### src/rtl/cache_mem_arbiter_pkg.sv
// Shared types for the icache/dcache to RAM arbiter: RAM handshake states,
// arbiter FSM states and the block layout constants.
package cache_mem_arbiter_pkg;

  typedef logic [31:0] word_t;

  typedef enum logic [1:0] {
    FREE   = 2'd0,
    BUSY   = 2'd1,
    ACCESS = 2'd2,
    ERROR  = 2'd3
  } ramstate_t;

  typedef enum logic [1:0] {
    ARB_IDLE  = 2'd0,
    ARB_IGNT  = 2'd1,
    ARB_DGNT  = 2'd2,
    ARB_RETRY = 2'd3
  } arb_state_t;

  // A dcache block is two words; this address bit selects the word.
  localparam int BLOCK_OFS_BIT = 2;
  localparam int ERR_CNT_W     = 8;

endpackage

### src/rtl/cache_mem_arbiter_if.sv
// Bundle of the icache, dcache and RAM port signals seen by the arbiter.
interface cache_mem_arbiter_if;
  import cache_mem_arbiter_pkg::*;

  logic      iren;
  word_t     iaddr;
  logic      iwait;
  word_t     iload;

  logic      dren;
  logic      dwen;
  word_t     daddr;
  word_t     dstore;
  logic      dwait;
  word_t     dload;

  logic      ram_ren;
  logic      ram_wen;
  word_t     ram_addr;
  word_t     ram_store;
  word_t     ram_load;
  ramstate_t ram_state;

  modport slave (
    input  iren, iaddr, dren, dwen, daddr, dstore, ram_load, ram_state,
    output iwait, iload, dwait, dload, ram_ren, ram_wen, ram_addr, ram_store
  );

  modport master (
    output iren, iaddr, dren, dwen, daddr, dstore, ram_load, ram_state,
    input  iwait, iload, dwait, dload, ram_ren, ram_wen, ram_addr, ram_store
  );

endinterface

### src/rtl/cache_mem_arbiter_starve_ctr.sv
// Saturating count of dcache completions that happened while the icache waited.
module arb_starve_ctr #(
  parameter int MAX = 4
) (
  input  logic clk,
  input  logic rst,
  input  logic inc,
  input  logic clr,
  output logic sat
);

  localparam int W = $clog2(MAX + 1);
  localparam logic [W-1:0] MAX_VAL = W'(MAX);

  logic [W-1:0] count_reg;

  always_ff @(posedge clk) begin
    if (rst || clr) begin
      count_reg <= '0;
    end else if (inc && (count_reg != MAX_VAL)) begin
      count_reg <= count_reg + 1'b1;
    end
  end

  assign sat = (count_reg == MAX_VAL);

endmodule

### src/rtl/cache_mem_arbiter.sv
// Arbitrates icache and dcache word requests onto one RAM port; dcache has
// priority, two-word dcache blocks are never split, icache cannot starve.
module cache_mem_arbiter
  import cache_mem_arbiter_pkg::*;
#(
  parameter int STARVE_MAX = 4,
  parameter int ERR_RETRY  = 1
) (
  input  logic                 clk,
  input  logic                 rst,
  cache_mem_arbiter_if.slave   bus,
  output logic [ERR_CNT_W-1:0] err_cnt
);

  localparam int RETRY_W = (ERR_RETRY > 1) ? $clog2(ERR_RETRY) : 1;
  localparam logic [RETRY_W-1:0] RETRY_LOAD = RETRY_W'(ERR_RETRY - 1);

  arb_state_t           state_reg;
  logic                 lock_reg;
  logic                 retry_d_reg;
  logic [RETRY_W-1:0]   retry_reg;
  logic [ERR_CNT_W-1:0] err_cnt_reg;

  logic d_req;
  logic i_own;
  logic d_own;
  logic owner_req;
  logic i_done;
  logic d_done;
  logic starve_sat;

  assign d_req     = bus.dren | bus.dwen;
  assign i_own     = (state_reg == ARB_IGNT);
  assign d_own     = (state_reg == ARB_DGNT);
  assign owner_req = i_own ? bus.iren : d_req;
  assign i_done    = i_own & bus.iren & (bus.ram_state == ACCESS);
  assign d_done    = d_own & d_req & (bus.ram_state == ACCESS);

  arb_starve_ctr #(
    .MAX (STARVE_MAX)
  ) u_starve (
    .clk (clk),
    .rst (rst),
    .inc (d_done & bus.iren),
    .clr (i_done | ~bus.iren),
    .sat (starve_sat)
  );

  // RAM port follows the current owner; a dcache write masks its read.
  always_comb begin
    bus.ram_ren   = 1'b0;
    bus.ram_wen   = 1'b0;
    bus.ram_addr  = '0;
    bus.ram_store = '0;
    if (i_own) begin
      bus.ram_ren  = bus.iren;
      bus.ram_addr = bus.iaddr;
    end else if (d_own) begin
      bus.ram_wen   = bus.dwen;
      bus.ram_ren   = bus.dren & ~bus.dwen;
      bus.ram_addr  = bus.daddr;
      bus.ram_store = bus.dstore;
    end
  end

  assign bus.iwait = ~i_done;
  assign bus.iload = i_done ? bus.ram_load : '0;
  assign bus.dwait = ~d_done;
  assign bus.dload = d_done ? bus.ram_load : '0;
  assign err_cnt   = err_cnt_reg;

  always_ff @(posedge clk) begin
    if (rst) begin
      state_reg   <= ARB_IDLE;
      lock_reg    <= 1'b0;
      retry_d_reg <= 1'b0;
      retry_reg   <= '0;
      err_cnt_reg <= '0;
    end else begin
      unique case (state_reg)
        ARB_IDLE: begin
          if (!d_req) begin
            lock_reg <= 1'b0;
          end
          // An open block keeps the dcache ahead of a starving icache.
          if (d_req && (lock_reg || !(starve_sat && bus.iren))) begin
            state_reg <= ARB_DGNT;
          end else if (bus.iren) begin
            state_reg <= ARB_IGNT;
          end
        end

        ARB_IGNT, ARB_DGNT: begin
          if (!owner_req) begin
            state_reg <= ARB_IDLE;
          end else if (bus.ram_state == ACCESS) begin
            state_reg <= ARB_IDLE;
            if (d_own) begin
              lock_reg <= ~bus.daddr[BLOCK_OFS_BIT];
            end
          end else if (bus.ram_state == ERROR) begin
            if (err_cnt_reg != {ERR_CNT_W{1'b1}}) begin
              err_cnt_reg <= err_cnt_reg + 1'b1;
            end
            retry_d_reg <= d_own;
            retry_reg   <= RETRY_LOAD;
            state_reg   <= ARB_RETRY;
          end
        end

        ARB_RETRY: begin
          if (retry_reg == '0) begin
            state_reg <= retry_d_reg ? ARB_DGNT : ARB_IGNT;
          end else begin
            retry_reg <= retry_reg - 1'b1;
          end
        end

        default: state_reg <= ARB_IDLE;
      endcase
    end
  end

endmodule
### src/flat_wrapper.sv
// flat-port wrapper written by rule: the top's interface ports become plain ports
module cache_mem_arbiter_flat import cache_mem_arbiter_pkg::*;
#(
  parameter int STARVE_MAX = 4,
  parameter int ERR_RETRY  = 1
)
  (clk, rst, err_cnt, bus_iren, bus_iaddr, bus_dren, bus_dwen, bus_daddr, bus_dstore, bus_ram_load, bus_ram_state, bus_iwait, bus_iload, bus_dwait, bus_dload, bus_ram_ren, bus_ram_wen, bus_ram_addr, bus_ram_store);
  cache_mem_arbiter_if bus_i ();
  input  logic clk;
  input  logic rst;
  output logic [ERR_CNT_W-1:0] err_cnt;
  input wire logic [$bits(bus_i.iren)-1:0] bus_iren;
  input wire logic [$bits(bus_i.iaddr)-1:0] bus_iaddr;
  input wire logic [$bits(bus_i.dren)-1:0] bus_dren;
  input wire logic [$bits(bus_i.dwen)-1:0] bus_dwen;
  input wire logic [$bits(bus_i.daddr)-1:0] bus_daddr;
  input wire logic [$bits(bus_i.dstore)-1:0] bus_dstore;
  input wire logic [$bits(bus_i.ram_load)-1:0] bus_ram_load;
  input wire logic [$bits(bus_i.ram_state)-1:0] bus_ram_state;
  output wire logic [$bits(bus_i.iwait)-1:0] bus_iwait;
  output wire logic [$bits(bus_i.iload)-1:0] bus_iload;
  output wire logic [$bits(bus_i.dwait)-1:0] bus_dwait;
  output wire logic [$bits(bus_i.dload)-1:0] bus_dload;
  output wire logic [$bits(bus_i.ram_ren)-1:0] bus_ram_ren;
  output wire logic [$bits(bus_i.ram_wen)-1:0] bus_ram_wen;
  output wire logic [$bits(bus_i.ram_addr)-1:0] bus_ram_addr;
  output wire logic [$bits(bus_i.ram_store)-1:0] bus_ram_store;
  assign bus_i.iren = bus_iren;
  assign bus_i.iaddr = bus_iaddr;
  assign bus_i.dren = bus_dren;
  assign bus_i.dwen = bus_dwen;
  assign bus_i.daddr = bus_daddr;
  assign bus_i.dstore = bus_dstore;
  assign bus_i.ram_load = bus_ram_load;
  assign bus_i.ram_state = bus_ram_state;
  assign bus_iwait = bus_i.iwait;
  assign bus_iload = bus_i.iload;
  assign bus_dwait = bus_i.dwait;
  assign bus_dload = bus_i.dload;
  assign bus_ram_ren = bus_i.ram_ren;
  assign bus_ram_wen = bus_i.ram_wen;
  assign bus_ram_addr = bus_i.ram_addr;
  assign bus_ram_store = bus_i.ram_store;
  cache_mem_arbiter #(.STARVE_MAX(STARVE_MAX), .ERR_RETRY(ERR_RETRY)) u_core (.clk(clk), .rst(rst), .bus(bus_i), .err_cnt(err_cnt));
endmodule
### config.mk
export PLATFORM = sky130hd
export DESIGN_NAME = cache_mem_arbiter_flat
export DESIGN_NICKNAME = d
export VERILOG_FILES = /design/src/rtl/cache_mem_arbiter_pkg.sv /design/src/rtl/cache_mem_arbiter_if.sv /design/src/rtl/cache_mem_arbiter_starve_ctr.sv /design/src/rtl/cache_mem_arbiter.sv /design/src/flat_wrapper.sv
export SDC_FILE = /design/constraint.sdc
export NUM_CORES = 1
export LEC_CHECK = 0
export BUFFER_PORTS_ARGS = -buffer_cell sky130_fd_sc_hd__buf_2
export CAP_MARGIN = 20
export CORE_AREA = 4 4 105 107
export CTS_CLUSTER_SIZE = 16
export DETAILED_ROUTE_END_ITERATION = 10
export DIE_AREA = 0 0 109 111
export SYNTH_ARGS = -nofsm -noshare
export SYNTH_HDL_FRONTEND = slang
export SYNTH_SLANG_ARGS = --single-unit
### constraint.sdc
create_clock -name clk -period 1.7 [get_ports clk]
set_clock_uncertainty 0.05 [all_clocks]
set_input_delay 0.255 -clock clk [delete_from_list [all_inputs] [get_ports clk]]
set_output_delay 0.255 -clock clk [all_outputs]
set_load 0.01 [all_outputs]
After elaboration in Yosys (flattened, before gate mapping)
Index checks and enable logic that the tools add are counted.
Widths: inputs -> output; s select.
{ "totals": {"out_inout_bits": 140, "ff_bits": 16, "elab_cells": 84} }
{ "op_classes": {"add_sub_neg": 3, "n_reduce_logical": 15, "bitwise_logic": 14, "n_eq_ne": 17, "n_mux": 29} }
{ "op_table": {"columns": ["op", "count"], "rows": [
  ["$mux 32", 6],
  ["$mux 2", 7],
  ["$mux 1", 13],
  ["$reduce_and 5->1", 2],
  ["$add 8x1->8 const B", 1],
  ["$eq 2x2->1 const B", 4],
  ["$ne 2x1->1 const B", 4],
  ["$ne 8x8->1 const B", 1],
  ["$reduce_and 4->1", 2],
  ["$and 1x1->1", 6],
  ["$ne 2x2->1 const B", 3],
  ["$not 1->1", 6],
  ["$pmux 2 s3", 1],
  ["$ne 4x4->1 const B", 1],
  ["$pmux 1 s2", 2],
  ["$reduce_bool 2->1", 2],
  ["$add 3x1->3 const B", 1],
  ["$eq 3x3->1 const B", 1],
  ["$logic_and 1x1->1", 3],
  ["$ne 3x2->1 const B", 1],
  ["$ne 3x3->1 const B", 1],
  ["$reduce_and 3->1", 1],
  ["$eq 2x1->1 const B", 1],
  ["$logic_not 2->1", 1],
  ["other kinds (5)", 7]
]} }

Longest topological paths before layout
Gate-level depths: netlist (run 1).
{ "depth": {"ltp_word": 7, "ltp_mapped": 7, "ltp_nobuf": 6} }

Modules after synthesis
A second synthesis (run 1) with hierarchy kept.
{ "unflattened": {"hier_cells": 269, "area_unflattened_um2": 2001.9} }
{ "modules_own_cells": {"columns": ["mod", "area_per_inst_um2", "cells_per_inst", "n_inst", "seq_area_each_um2"], "rows": [
  ["cache_mem_arbiter", 1814.2, 251, 1, 240.2],
  ["arb_starve_ctr", 187.7, 18, 1, 60.1]
]} }

Worst setup path after synthesis (run 1)
No wires, ideal clock.
{ "synth_timing": {"path_kind": "register -> output", "start": "register u_core.state_reg[1]", "end": "output bus_ram_store[21]", "arrival_time_ps": 1546, "stages_incl_launch_ff": 8, "slack_ps": -151, "path_cell_list": "dfxtp_1 -> inv_1 -> ha_1 -> clkbuf_1 -> nor2b_1 -> buf_2 -> clkbuf_1 -> and2_1"} }
{ "synth_between": {"elab_chain_len": 3, "elab_cells_between_ends": 4, "cone_classes": "2 x eq/ne; 2 x mux"} }
{ "synth_lines": {"columns": ["element", "line", "rtl"], "rows": [
  ["start, declared", "cache_mem_arbiter.sv:18", "arb_state_t state_reg;"],
  ["start signal, assigned", "cache_mem_arbiter.sv:113", "state_reg <= retry_d_reg ? ARB_DGNT : ARB_IGNT;"],
  ["$eq 2x2->1", "cache_mem_arbiter.sv:34", "assign d_own = (state_reg == ARB_DGNT);"],
  ["$mux 32", "cache_mem_arbiter.sv:58", "end else if (d_own) begin"],
  ["$mux 32 (*)", "cache_mem_arbiter.sv:55", "if (i_own) begin"],
  ["end, declared", "flat_wrapper.sv:27", "output wire logic [$bits(bus_i.ram_store)-1:0] bus_ram_store;"]
]} }
Every way passes the cells marked *; elsewhere a longest branch is shown, timed or not.

Final worst setup path (run 1)
{ "layout_timing": {"start": "register u_core.state_reg[1]", "end": "output bus_ram_addr[25]"} }
{ "layout_between": {"elab_chain_len": 3, "elab_cells_between_ends": 4, "cone_classes": "2 x eq/ne; 2 x mux"} }
{ "layout_lines": {"columns": ["element", "line", "rtl"], "rows": [
  ["$eq 2x2->1", "cache_mem_arbiter.sv:34", null],
  ["named net u_core.d_own", "cache_mem_arbiter.sv:26", "logic d_own;"],
  ["$mux 32", "cache_mem_arbiter.sv:58", null],
  ["$mux 32", "cache_mem_arbiter.sv:55", null],
  ["end, declared", "flat_wrapper.sv:26", "output wire logic [$bits(bus_i.ram_addr)-1:0] bus_ram_addr;"]
]} }
The timed path passes the listed nets, and every way through them passes these cells.

==> impl_metrics.toml, run 1 <==
[clocking]
clock_latency_ns = 0.26
clkSlewWorstSetupHoldPaths_ns = 0.07
cts_root_buf = "clkbuf_8"
clkSinkCount = 15
cts_buffers = 3
htreeDepth = 1
cts_hold_buffers = 0
clk_path_buf_depth = 2
cts_tree = "yes"

[setup_path]
worst_path_largest_cell_delay_ns = 0.34
cp_cell_sequence = "buf_6, ha_4, nor2b_4, buf_12, buf_12, buf_12, a22o_1, buf_2"
critPathRequiredTime_ns = 1.39
crit_slowest_cell = "dfxtp_2"
crit_start = "u_core.state_reg[1]"
r2r_start = "u_core.state_reg[1]"
crit_path_start_kind = "register"
path_class = "reg2out"
crit_fanout = 9
worstPathArrival_ns = 1.72
crit_family = "buffers and inverters"
crit_top_cell = "buf_12"
r2r_slack_ns = -0.19
endpoint_kind = "primary output"
critPathBufInv = 5

[cells_and_area]
fin_util_pct = 53.3
fin_nets = 727
area_growth_syn_to_layout_pct = 177
drive_gt1_share_pct = 78.9
fillers = 906
seq_area_um2 = 305
multiInputGateArea_mm2 = 0.00202
largest_reg_flops = 8

[timing]
rsz0062_at_grt = "true"
period_needed_ns = 2.03
period_share_pct = 119
tightestPinTransition_ns = 0.733
setup_slack_ns = -0.327
relSlewSlack_pct = 51.1
final_hold_viol_count = 0
slew_violations = 0
finalSetupTns_ns = -34.69
fmax_mhz = 493
setup_viol_count_final = 146

[synth]
muxShareOfSynthArea_pct = 1.60
synth_enable_flop_cells = 0
synthTopCellsByArea = "and2_1 22%, dfxtp_1 15%, a22o_1 14%, and3_1 11%, ha_1 5.1%"
syn_inst = 265
synth_ff_type = "dfxtp_1"
synthAdderAreaFrac_pct = 5.13
yosys.area_share.simple_pct = 46.8
synth_top_area_cell = "and2_1"
ys_ff_latch = 15
synth.cells.most_frequent = "68 x and2_1, 33 x and3_1, 32 x a22o_1"
yosys.area.top_type_share_pct = 21.8
avgSynthCellArea_um2 = 7.36
synth_fp_nets = 408
synth_top_family_by_area = "simple AND/OR/NAND/NOR gates"
synth.most_common_cell = "and2_1"
synth_cell_type_count = 41
synthXorXnorAreaFrac_pct = 0.899
synth_compound_area_share_pct = 23.0
yosysSeqAreaShare_pct = 15.4
yosys_warnings = 0
async_reset_ff_share_pct = 0
syn_area_mm2 = 0.00195

[floorplanning]
initial_utilization_pct = 19.2
die_w_um = 109
dieArea_mm2 = 0.0121
io_pins = 275
core-area_mm2 = 0.0101
rows = 37
die-height_um = 111

[global_routing]
grt_max_degree = 37
overflow = 0
track_usage_pct = 19.0
grt_pass1_wl_mm = 18.5
grt_pass1_vias = 3483
antenna_found_initial = 3

[place]
hpwl_mm = 8.94
port_buffers = 274
place_congestion = 0.926

[detailed_routing]
drc = 0
viasPerCell = 4.82
drt-total-wl_mm = 13.5
drtIter0Drc = 138
vias = 3469
wl_per_cell_um = 18.7
antenna_left = 0
drtPass1Iterations = 4

[run_status]
violations = "negative setup slack"
status = "finished with violations"

[hold_path]
hold_path_startpoint = "rst"
hold_class = "in2reg"

[power]
p_leak_nw = 2.71
vdd_ir_drop_max_uv = 537
pwr_density_cell_mw_per_mm2 = 906

[run]
drv_cap = 0
==> final cells by class <==
type | instances | area share (%)
diodes | 1 | 0.0463
clock buffers | 3 | 0.764
clock inverters | 1 | 0.139
inverters | 10 | 0.879
multi-input cells | 217 | 37.4
flip-flops and latches | 15 | 5.65
well taps | 136 | 3.15
repair buffers | 337 | 52.0
==> final timing paths <==
kind / end / cells after the start
setup / recovery: bus_ram_addr[25] / 8
hold / removal: u_core.err_cnt[6] / 2
setup reg to reg: u_core.err_cnt[5] / 7
hold reg to reg: u_core.u_starve.count_reg[1] / 2
==> worst reg2reg max path, stage by stage, from the launching register on <==
cell and delay [ns]:
dfxtp_2 0.36, inv_4 0.05, ha_4 0.17, buf_4 0.13, or2b_4 0.23, nand4_4 0.15
nor4_4 0.33, mux2_4 0.32
==> logic make-up (layout without fill, tap and decap cells) <==
group	after synthesis	after routing
adder cells (fa/ha/maj)	8	8
AO/OA/AOI/OAI	55	55
flip-flops	15	15
other	0	1
AND/OR/NAND/NOR	148	149
XOR/XNOR	2	2
buffers and inverters	34	351
multiplexers	3	3
==> power by group <==
part,leakage (nW),total (mW),internal (mW),switching (mW)
Sequential,0.122,0.430,0.389,0.0410
Combinational,2.57,4.15,2.39,1.77
Clock,0.0217,0.318,0.165,0.153
Total,2.71,4.90,2.94,1.96
==> cell usage in the layout, fill, tap and decap left out, drive strengths merged, types with 2 or more instances in the layout <==
cell,n
clkbuf,7
nand3,9
or3,2
dfxtp,15
mux2i,2
or2,2
a21oi,8
nand4b,2
a22o,32
nand2b,3
and3,33
or4,4
nand4,5
inv,10
nor2,7
and2,68
nor2b,3
o31ai,2
nand2,7
ha,8
o41ai,4
buf,333
==> metal layers <==
layer  GRT usage, %  routed length (um)
met1           24.8                5400
met3           3.84                1050
met2           32.1                6790
met4           3.87                 216
met5              0                  39
==> metrics by stage <==
stage               setup slack, ns  hold slack (ns)  cells  instance area (um2)  power (mW)
floorplan                    0.0116            0.379    265                 2010        1.87
global placement            -0.0735            0.411    676                 3680        2.96
detailed placement           -0.126            0.431    676                 3680        3.00
CTS                          -0.318            0.282    708                 4670        4.48
global route                 -0.383            0.310    719                 5410        5.17
finish                       -0.327            0.301    720                 5410        4.90
==> repair_timing <==
action                     4_1_cts  5_1_grt
setup endpoints to repair      144      147
gates cloned                    11        5
buffers inserted                17       12
resized for setup              116      129
pin swaps                       48       57
Power figures use the tool's default switching activity.
==> inputs of run 2 (changes only) <==
--- a/config.mk
+++ b/config.mk
@@ -5,12 +5,12 @@
 export SDC_FILE = /design/constraint.sdc
 export NUM_CORES = 1
 export LEC_CHECK = 0
-export BUFFER_PORTS_ARGS = -buffer_cell sky130_fd_sc_hd__buf_2
 export CAP_MARGIN = 20
-export CORE_AREA = 4 4 105 107
+export CORE_AREA = 4 4 104 106
 export CTS_CLUSTER_SIZE = 16
 export DETAILED_ROUTE_END_ITERATION = 10
-export DIE_AREA = 0 0 109 111
+export DIE_AREA = 0 0 108 110
+export DONT_BUFFER_PORTS = 1
 export SYNTH_ARGS = -nofsm -noshare
 export SYNTH_HDL_FRONTEND = slang
 export SYNTH_SLANG_ARGS = --single-unit
==> run 2 against run 1 <==
Against the previous run: the run still ends with negative setup slack left; clock-buffer cell count is the same; first-iteration DRC count shrank 8.0%; total power shrank 22%; fmax grew 5.7%; register-to-register slack gained 0.03 ns.
==> impl_metrics.toml, run 2 (synthesis gave the netlist of run 1 again) <==
[run_status]
status = "finished with violations"
violations = "negative setup slack"

[cells_and_area]
mostFrequentLayoutCell = "and2_4"
fin_util_pct = 35.4
drive_gt1_share_pct = 71.9
fillers = 955
area_growth_syn_to_layout_pct = 77.7
fin_nets = 436
mostFrequentLayoutCells = "61 x and2_4, 33 x and3_4, 26 x a22o_4"
largest_reg_flops = 8
fin_cells = 427

[detailed_routing]
wl_met3_mm = 1.04
drtPass1Iterations = 4
wl_per_cell_um = 27.5
drt-total-wl_mm = 11.7
vias = 2325
drtIter0Drc = 127
viasPerCell = 5.44
highest_layer = "met5"
drc = 0
antenna_left = 0
dr_wl_met2_mm = 5.95
wl_met1_mm = 4.52

[timing]
relSlewSlack_pct = 54.5
period_needed_ns = 1.92
period_share_pct = 113
fmax_mhz = 521
final_hold_viol_count = 0
setup_viol_count_final = 142
tightestPinTransition_ns = 0.682
setup_slack_ns = -0.218
rsz0062_at_grt = "true"
slew_violations = 0

[clocking]
cts_buffers = 3
clkSinkCount = 15
clock_latency_ns = 0.25
clkSlewWorstSetupHoldPaths_ns = 0.06
htreeDepth = 1
cts_tree = "yes"
cts_root_buf = "clkbuf_8"
clk_path_buf_depth = 2

[place]
place_ws_ns = -0.120
hpwl_mm = 7.81
port_buffers = 0
dp.cells = 395
place_congestion = 0.773

[setup_path]
path_class = "reg2out"
critPathRequiredTime_ns = 1.39
rr_worst_depth = 7
crit_fanout = 30
endpoint_kind = "primary output"
crit_path_start_kind = "register"
worstPathArrival_ns = 1.61

[hold_path]
hold_class = "in2reg"
min_path_cells = 1

[floorplanning]
rows = 36
initial_utilization_pct = 19.9
core-area_mm2 = 0.00977
die-height_um = 110
io_pins = 275
dieArea_mm2 = 0.0119
die_w_um = 108

[power]
p_seq_share_pct = 11.2
power.total_mw = 3.82
p_int_mw = 2.16
p_leak_nw = 1.40
swShare_pct = 43.5
vdd_ir_drop_max_uv = 611
pwr_density_cell_mw_per_mm2 = 1100
clkPwrFrac_pct = 7.8
p_sw_mw = 1.66
pwr-share-comb_pct = 80.9

[global_routing]
grt_pass1_vias = 2315
antenna_found_initial = 6
grt_pass1_wl_mm = 14.7
overflow = 0
grt_max_degree = 37
track_usage_pct = 16.3

[run]
drv_cap = 0
[run 2: cell types whose count changed in the layout (fill, tap and decap cells not counted), sizes merged]
| cell | before | now |
|---|---|---|
| clkinv | 0 | 1 |
| buf | 333 | 42 |
| clkinvlp | 1 | 0 |
| clkbuf | 7 | 6 |
| dlygate4sd3 | 0 | 1 |
| diode | 1 | 2 |
[run 2: critical path, cell delays in order (launching register included)]
cell,delay (ns)
dfxtp_4,0.37
inv_4,0.04
ha_4,0.15
buf_6,0.12
nor2b_4,0.21
buf_12,0.22
and2_2,0.23
[run 2: through the flow]
| step | area [um2] | hold WS [ns] | TNS [ns] |
|---|---|---|---|
| detailed placement | 2240 | 0.278 | -0.602 |
| global route | 3460 | -0.00110 | -29.20 |
| global placement | 2240 | 0.276 | -0.116 |
| floorplan | 2010 | 0.379 | 0 |
| finish | 3460 | 0.0124 | -21.68 |
| CTS | 3130 | 0.00610 | -19.34 |
[run 2: per-layer routing]
layer / vias up / track usage, %
li1: 1016 / -
met1: 1159 / 20.3
met2: 119 / 26.9
met3: 23 / 6.99
met4: 8 / 2.25
met5: - / 0
[run 2: area by class of cell]
type / count / area (um2) / share of cell area, %
multi-input cells: 217 / 2250 / 65.0
flip-flops and latches: 15 / 308 / 8.88
clock inverters: 1 / 5.00 / 0.144
diodes: 2 / 5.00 / 0.144
inverters: 10 / 45.0 / 1.30
well taps: 133 / 166 / 4.80
clock buffers: 3 / 41.3 / 1.19
repair buffers: 46 / 643 / 18.6
[run 2: path summary, 6_finish.rpt]
check	slack (ns)	start	to
worst max-delay path	-0.22	u_core.state_reg[1]	bus_ram_store[18]
worst min-delay path	0.01	rst	u_core.err_cnt[0]
worst max register to register	-0.16	u_core.state_reg[1]	u_core.err_cnt[3]
worst min register to register	0.44	u_core.u_starve.count_reg[1]	u_core.u_starve.count_reg[1]
[run 2: power groups by stage]
stage / clock network (mW) / logic (mW) / registers, mW
floorplan: 0 / 1.46 / 0.417
global placement: 0 / 1.79 / 0.411
detailed placement: 0 / 1.84 / 0.412
CTS: 0.307 / 2.85 / 0.424
global route: 0.329 / 3.23 / 0.433
finish: 0.298 / 3.09 / 0.430
[run 2: timing repair]
item                                    CTS  global route
resized for setup                       138            44
cloned                                    9             5
pin swaps                                51            32
endpoints found under the setup margin  142           146
hold buffers                              0             1
endpoints found under the hold margin     0             3
setup buffers                             9             4
==> inputs of run 3 (changes only) <==
==> constraint.sdc (replaced) <==
create_clock -name clk -period 1.7 [get_ports clk]
set_clock_uncertainty 0.05 [all_clocks]
set_input_delay 0.17 -clock clk [delete_from_list [all_inputs] [get_ports clk]]
set_output_delay 0.17 -clock clk [all_outputs]
set_load 0.01 [all_outputs]
==> run 3 against run 2 <==
Against the previous run: the flow still finishes with violations (negative setup slack); sequential power fell by 1%; sequential share of layout area is 0.22 points higher; hold slack better by 0.032 ns; design area shrank 3.3%; critical path depth up 1; die area unchanged; critical path type unchanged; flip-flop and latch count unchanged; fmax increased by 4.0%; highest routed layer is now met4; final cell count is 1.6% lower; wire length is 14% higher.
==> impl_metrics.toml, run 3 (synthesis gave the netlist of run 1 again) <==
[timing]
fmax_mhz = 542
setup_slack_ns = -0.145
final_hold_viol_count = 0
rsz0062_at_grt = "true"
slew_violations = 0
period_share_pct = 109
period_needed_ns = 1.84
setup_viol_count_final = 141
relSlewSlack_pct = 64.7
tightestPinTransition_ns = 0.530

[setup_path]
crit_path_start_kind = "register"
endpoint_kind = "primary output"
crit_fanout = 6
crit_slowest_cell = "dfxtp_2"
critPathRequiredTime_ns = 1.48
worstPathArrival_ns = 1.62
worst_path_largest_cell_delay_ns = 0.35
cp_cell_sequence = "inv_4, ha_4, buf_6, nor2b_4, buf_6, clkbuf_16, and2_4"
worst-path-stages = 7
crit_top_cell = "buf_6"
crit_family = "buffers and inverters"
path_class = "reg2out"
critPathBufInv = 4
rr_worst_depth = 6

[cells_and_area]
drive_gt1_share_pct = 62.7
mostFrequentLayoutCells = "44 x and2_4, 32 x and3_4, 32 x a22o_4"
mostFrequentLayoutCell = "and2_4"
largest_reg_flops = 8
area_growth_syn_to_layout_pct = 72.0
fillers = 1021
antenna_cells = 0
fin_cells = 420
fin_nets = 431

[run_status]
violations = "negative setup slack"
status = "finished with violations"

[clocking]
clock_latency_ns = 0.25
cts_buffers = 3
clkSinkCount = 15
cts_root_buf = "clkbuf_8"
htreeDepth = 1
clkSlewWorstSetupHoldPaths_ns = 0.06
cts_tree = "yes"
clk_path_buf_depth = 2

[place]
dp.cells = 395
place_ws_ns = -0.135
place_congestion = 0.817
hpwl_mm = 9.60
port_buffers = 0

[detailed_routing]
antenna_left = 0
wl_per_cell_um = 31.8
drtIter0Drc = 136
drtPass1Iterations = 4
drc = 0
viasPerCell = 5.50
vias = 2308
drt-total-wl_mm = 13.3

[hold_path]
hold_class = "in2reg"
min_path_cells = 2

[global_routing]
antenna_found_initial = 0
overflow = 0
grt_pass1_wl_mm = 15.9
grt_pass1_vias = 2305
track_usage_pct = 18.4
grt_max_degree = 36

[power]
pwr_density_cell_mw_per_mm2 = 1270
p_leak_nw = 1.38
vdd_ir_drop_max_uv = 599

[run]
drv_cap = 0

[floorplanning]
dieArea_mm2 = 0.0119
io_pins = 275
die_w_um = 108
rows = 36
core-area_mm2 = 0.00977
die-height_um = 110
initial_utilization_pct = 19.9
run 3: area by class of cell:
cell class | count | area (um2) | area share (%)
Clock buffer | 4 | 45.0 | 1.34
Inverter | 10 | 45.0 | 1.34
Multi-Input combinational cell | 216 | 2150 | 64.2
Sequential cell | 15 | 305 | 9.11
Tap cell | 133 | 166 | 4.96
Timing Repair Buffer | 42 | 638 | 19.0
run 3: power breakdown:
part,switching [mW],internal [mW]
logic,1.72,1.81
clock network,0.131,0.166
registers,0.0359,0.389
run 3: per-layer routing:
| layer | GRT usage [%] | part of all wire (%) | vias up | wire length (um) |
|---|---|---|---|---|
| met4 | 1.62 | 0.91 | 0 | 122 |
| met1 | 23.5 | 40 | 1146 | 5270 |
| met2 | 26.6 | 45 | 151 | 6010 |
| met5 | 0 | 0 | - | 0 |
| met3 | 12.6 | 15 | 10 | 1940 |
| li1 | - | - | 1001 | - |
run 3: final timing paths:
check / start / endpoint / slack (ns)
hold reg to reg: u_core.u_starve.count_reg[1] / u_core.u_starve.count_reg[1] / 0.43
hold / removal: bus_daddr[2] / u_core.lock_reg / 0.04
setup / recovery: u_core.state_reg[1] / bus_ram_store[31] / -0.14
setup reg to reg: u_core.state_reg[0] / u_core.state_reg[1] / -0.11
run 3: repair_timing:
item,CTS,global route
cloned,4,11
hold endpoints to repair,8,0
endpoints found under the setup margin,142,145
hold buffers,1,0
resized for setup,134,39
buffers inserted,4,1
pin swaps,21,14
run 3: metrics by stage:
step	hold WS, ns	util [%]	total power [mW]	setup TNS, ns	area, um2
floorplan	0.294	-	1.81	0	1980
detailed placement	0.193	22.9	2.38	-0.683	2240
CTS	0.0454	30.1	3.75	-7.25	2940
global placement	0.192	22.9	2.35	-0.0958	2240
finish	0.0442	34.3	4.25	-12.91	3350
global route	0.0487	34.3	4.45	-22.42	3350
